--- src/rtl/f_ifu_pkg.sv ---
// ---------------------------------------------------------------------------
// f_ifu_pkg
// Shared CPU constants for the fetch unit: reset PC, instruction-memory
// window, the nop encoding, the fetch FSM state type, and the helper that
// decides whether a PC may be fetched.
// ---------------------------------------------------------------------------
package f_ifu_pkg;

    localparam logic [31:0] PC_RESET = 32'h0000_3000;
    localparam logic [31:0] IM_BASE  = 32'h0000_3000;
    localparam logic [31:0] IM_TOP   = 32'h0000_6FFC;
    localparam logic [31:0] NOP      = 32'h0000_0000;

    // REQ: fetch in progress, HOLD: instruction buffered for the F/D register.
    typedef enum logic {
        ST_REQ  = 1'b0,
        ST_HOLD = 1'b1
    } fetch_state_t;

    // A PC is fetchable only when word aligned and inside the instruction
    // memory window (inclusive of IM_TOP, the last word).
    function automatic logic fetch_addr_ok(input logic [31:0] addr);
        return (addr[1:0] == 2'b00) && (addr >= IM_BASE) && (addr <= IM_TOP);
    endfunction

endpackage

--- src/rtl/f_ifu.sv ---
// ---------------------------------------------------------------------------
// f_ifu -- instruction fetch unit
// Two-state fetch engine: in REQ it requests the word at F_PC from
// instruction memory (or raises an address error for an unfetchable PC),
// in HOLD it presents the buffered instruction to the F/D register until
// the hazard unit lets it advance to D_npc.
//
// Ports
//   clk           in   sole clock, rising edge
//   reset         in   asynchronous, active-high; clears all state
//   D_npc[31:0]   in   next PC from decode; taken only on advance
//   stall         in   1 = F/D register holds (only meaningful in HOLD)
//   F_imem_req    out  instruction memory read request (level)
//   F_imem_addr   out  read address, always equal to F_PC
//   F_imem_rdata  in   read data, valid with F_imem_valid
//   F_imem_valid  in   one-cycle response strobe
//   F_PC[31:0]    out  PC of the fetched / in-flight instruction
//   F_instr[31:0] out  buffered instruction
//   F_valid       out  F_PC/F_instr consumable by the F/D register
//   F_excAdEL     out  fetch address error on the held instruction
// ---------------------------------------------------------------------------
module f_ifu
    import f_ifu_pkg::*;
(
    input  logic        clk,
    input  logic        reset,
    input  logic [31:0] D_npc,
    input  logic        stall,
    output logic        F_imem_req,
    output logic [31:0] F_imem_addr,
    input  logic [31:0] F_imem_rdata,
    input  logic        F_imem_valid,
    output logic [31:0] F_PC,
    output logic [31:0] F_instr,
    output logic        F_valid,
    output logic        F_excAdEL
);

    fetch_state_t state;
    logic [31:0]  pc;
    logic [31:0]  buffer;
    logic         exc;
    logic         pc_ok;

    assign pc_ok = fetch_addr_ok(pc);

    always_ff @(posedge clk or posedge reset) begin
        if (reset) begin
            state  <= ST_REQ;
            pc     <= PC_RESET;
            buffer <= NOP;
            exc    <= 1'b0;
        end else begin
            case (state)
                ST_REQ: begin
                    // An unfetchable PC never reaches memory; a nop with the
                    // error flag is delivered instead, one cycle later.
                    if (!pc_ok) begin
                        buffer <= NOP;
                        exc    <= 1'b1;
                        state  <= ST_HOLD;
                    end else if (F_imem_valid) begin
                        buffer <= F_imem_rdata;
                        exc    <= 1'b0;
                        state  <= ST_HOLD;
                    end
                end
                ST_HOLD: begin
                    // Late memory strobes are ignored here; only the
                    // hazard unit moves the engine on.
                    if (!stall) begin
                        pc    <= D_npc;
                        exc   <= 1'b0;
                        state <= ST_REQ;
                    end
                end
                default: state <= ST_REQ;
            endcase
        end
    end

    // The request is gated by reset so that it drops the moment reset
    // rises, abandoning any outstanding fetch.
    assign F_imem_req  = (state == ST_REQ) && pc_ok && !reset;
    assign F_imem_addr = pc;
    assign F_PC        = pc;
    assign F_instr     = buffer;
    assign F_valid     = (state == ST_HOLD);
    assign F_excAdEL   = exc;

endmodule

--- config.mk ---
export PLATFORM = sky130hd
export DESIGN_NAME = f_ifu
export DESIGN_NICKNAME = d
export VERILOG_FILES = /design/src/rtl/f_ifu_pkg.sv /design/src/rtl/f_ifu.sv
export SDC_FILE = /design/constraint.sdc
export NUM_CORES = 1
export LEC_CHECK = 0
export BUFFER_PORTS_ARGS = -buffer_cell sky130_fd_sc_hd__buf_4
export CORE_MARGIN = 1.5
export CORE_UTILIZATION = 40
export DETAILED_ROUTE_END_ITERATION = 16
export PLACE_DENSITY = 0.75
export SETUP_SLACK_MARGIN = 0.3
export SLEW_MARGIN = 20
export SYNTH_ARGS = -nofsm -noshare
export SYNTH_HDL_FRONTEND = slang
export SYNTH_SLANG_ARGS = --single-unit
--- constraint.sdc ---
create_clock -name clk -period 4.4 [get_ports clk]
set_clock_uncertainty 0.15 [all_clocks]
set_input_delay 0.88 -clock clk [delete_from_list [all_inputs] [get_ports clk]]
set_output_delay 0.88 -clock clk [all_outputs]
set_load 0.005 [all_outputs]
==> metrics.md <==
| Metric | Value |
|---|---|
| Yosys reg bits | 66 |
| CP Cell Sequence | nor4_4 -> o211ai_2 -> nor4_1 -> and2_1 -> buf_4 |
| # fillers | about 550 |
| Final #Nets | ~400 |
| Placed Cells | ~420 |
| Setup violations, final | 0 |
| Worst-margin pin slew | approximately 0.95 ns |
| Fin util | 0.6164 |
| Buf/Inv on CP | 1 |
| Hold crit path type | reg -> reg |
| Post-DRT Antenna Nets | 0 |
| CTS tree | done |
| Post-synth ARST share | 1.000 |
| Die X | 86.99 um |
| Mapped Cells | 194 |
| PwrDens | around 400 mW/mm2 |
| Slew Limit Fails | 0 |
| R2R Setup Slk | about 2.4 ns |
| Top cell type by total area after synthesis | dfrtp_1 |
| Max-Cap Viols | 0 |
| CTS Sinks | 66 |
| Syn_area_per_cell | roughly 15 um2 |
| Area growth syn-to-layout | 48.43% |
| Row count | 30 |
| Slowest stage delay, CP | 0.43 ns |
| Final Hold Viols | 0 |
| Final cycle utilization of the critical path | 0.7004 |
| Total track usage | 0.1781 |
| Area share of the largest cell type after synthesis | 0.5676 |
| # diodes | 0 |
| Iteration-0 DRC Markers | 61 |
| Initial antenna violation count | 0 |
| First-pass GRT wire length | approximately 10 mm |
| Most numerous cell in the Yosys netlist | dfrtp_1 |
| Post-synthesis mux area share | 0.1277 |
| Starting Density | 0.4153 |
| Period minus WS final | 3.082 ns |
| Crit path max-delay family | simple AND/OR/NAND/NOR gates |
| Yosys synthesis warning count | 0 |
| DRC viols | 0 |
| # hold bufs at CTS | 0 |
| Via Count | 2050 |
| Peak VDD IR | between 0.15 and 0.2 mV |
| Largest net degree at the start of global routing | 67 |
| Startpoint type of the worst setup path | register |
| Die height | just under 90 um |
| Netlist Area Pre-Place | around 0.0028 mm2 |
| Post-synth EDFFs | 0 |
| Leak | approximately 2.1 nW |
| Final cell count without fillers | 434 |
| Post-route setup TNS | 0 ns |
| Total CTS buffers | 9 |
| Distinct cells, synth | 26 |
| Top FF cell, synth | dfrtp_1 |
| Slew Limit Headroom | 0.3653 |
| Detailed placement HPWL | about 5.0 mm |
| Die area | between 0.007 and 0.008 mm2 |
| Critical Path Sink Type | output pin |
| Clock-pin slew on the worst setup and hold paths | 0.08 ns |
| Crit Path Max Fanout | 4 |
| Simple logic cell fraction of the synthesized area | 0.05100 |
| Gpl congestion | about 0.73 |
| Top post-synthesis cells by area | dfrtp_1, mux2_2, a22o_1 |
| Post-synthesis adder-cell area fraction | 0 |
| Data arrival time of the critical path | approximately 2.1 ns |
| Critical path type | reg -> out |
| Port bufs | 166 |
| Layout cell share with drive strength beyond 1 | 0.6657 |
| Drt first pass iters | 4 |
| Worst skew pair latency | between 0.3 and 0.4 ns |
| Most instantiated cells after synthesis | dfrtp_1, buf_4, a22o_1 |
| Post-synthesis compound-gate area fraction | 0.1233 |
| DP Area | a little under 0.004 mm2 |
| Outcome | complete, no violations |
| RSZ-0062 raised after global routing | no |
| Core area | 0.006794 mm2 |
| Drt via density | 4.724 |
| CP required | around 3.4 ns |
| Grt total ovfl | 0 |
| Io pins | around 170 |
| Post-synthesis sequential area ratio | 0.5863 |
| Bufs on Longest Clock Path | 2 |
| Setup Fix Bufs, Post-CTS | 0 |
| Synth Area in XOR/XNOR | 0 |
| Net count after synthesis | ~260 |
| Largest family of logic cells by synthesized area | multiplexers |
| Max Clk Rate | between 300 and 400 MHz |
| Post-route cell area | approximately 0.0042 mm2 |
| Post-CTS sizing | 0 |
| Vias in the first global route | 2022 |
| Overall routed net length | approximately 6.7 mm |
| Htree depth | 3 |
| Clock root cell | clkbuf_8 |
| CP max-delay cell | dfrtp_1 |
| Wire per inst | 15.51 um |
==> cells in the final DEF, fill, tap and decap left out, types with 2 or more instances in the layout <==
cell,n
dfstp_2,2
buf_4,169
nor4_4,4
dfrtp_1,64
a21oi_1,2
bufinv_16,4
a22o_1,31
clkbuf_8,9
inv_2,2
mux2_2,26
mux2_1,6
nand2_1,2
==> power breakdown <==
part	switching, W	internal, W	total (W)	leakage, nW
Combinational	0.0000998	0.000188	0.000287	1.15
Sequential	0.0000530	0.000654	0.000707	0.841
Clock	0.000235	0.000437	0.000672	0.131
==> metrics by stage <==
step           worst slack [ns]  hold slack, ns  total power [W]
2_1_floorplan            0.8198          0.3403        0.0008653
3_3_place_gp              1.772          0.3318         0.001005
3_5_place_dp              1.673          0.3431         0.001013
4_1_cts                   1.287          0.3646         0.001689
5_1_grt                   1.109          0.3768         0.001744
6_report                  1.318          0.3562         0.001666
==> flip-flops by register name, indices dropped and copies added (netlist names) <==
name	flops
F_PC	32
F_instr	32
F_excAdEL	1
F_valid	1
==> cell type report <==
| class | instances | area [um2] | share of cell area |
|---|---|---|---|
| inverter | 3 | 11.26 | 0.002689 |
| clock inverter | 6 | 137.6 | 0.03287 |
| multi-input combinational | 84 | 868.3 | 0.2073 |
| tap | 96 | 120.1 | 0.02868 |
| clock buffer | 10 | 127.6 | 0.03047 |
| timing repair buffer | 169 | 1269 | 0.3030 |
| sequential | 66 | 1654 | 0.3950 |
==> routing by layer <==
layer | GRT usage | wire [um] | up-vias
met2 | 0.2903 | 3431 | 88
met4 | 0.08065 | 114 | 0
met5 | 0 | 0 | -
li1 | - | - | 951
met1 | 0.2225 | 2695 | 998
met3 | 0.04550 | 492 | 13
==> final timing paths <==
path                                         from                       to  depth (start not counted)
setup / recovery             F_PC[18]$_DFFE_PP0P_               F_imem_req                          5
hold / removal             F_instr[6]$_DFFE_PP0P_   F_instr[6]$_DFFE_PP0P_                          1
setup reg to reg             F_PC[18]$_DFFE_PP0P_  F_instr[10]$_DFFE_PP0P_                          5
hold reg to reg            F_instr[6]$_DFFE_PP0P_   F_instr[6]$_DFFE_PP0P_                          1
max in group asynchronous                   reset     F_PC[27]$_DFFE_PP0P_                          3
min in group asynchronous                   reset  F_instr[12]$_DFFE_PP0P_                          3
==> cell families (layout without fill, tap and decap cells) <==
group | count (synthesis) | in the layout
compound gates | 38 | 38
buf+inv | 44 | 188
flops | 66 | 66
simple gates | 14 | 14
mux | 32 | 32
(Power assumes the default switching activity.)
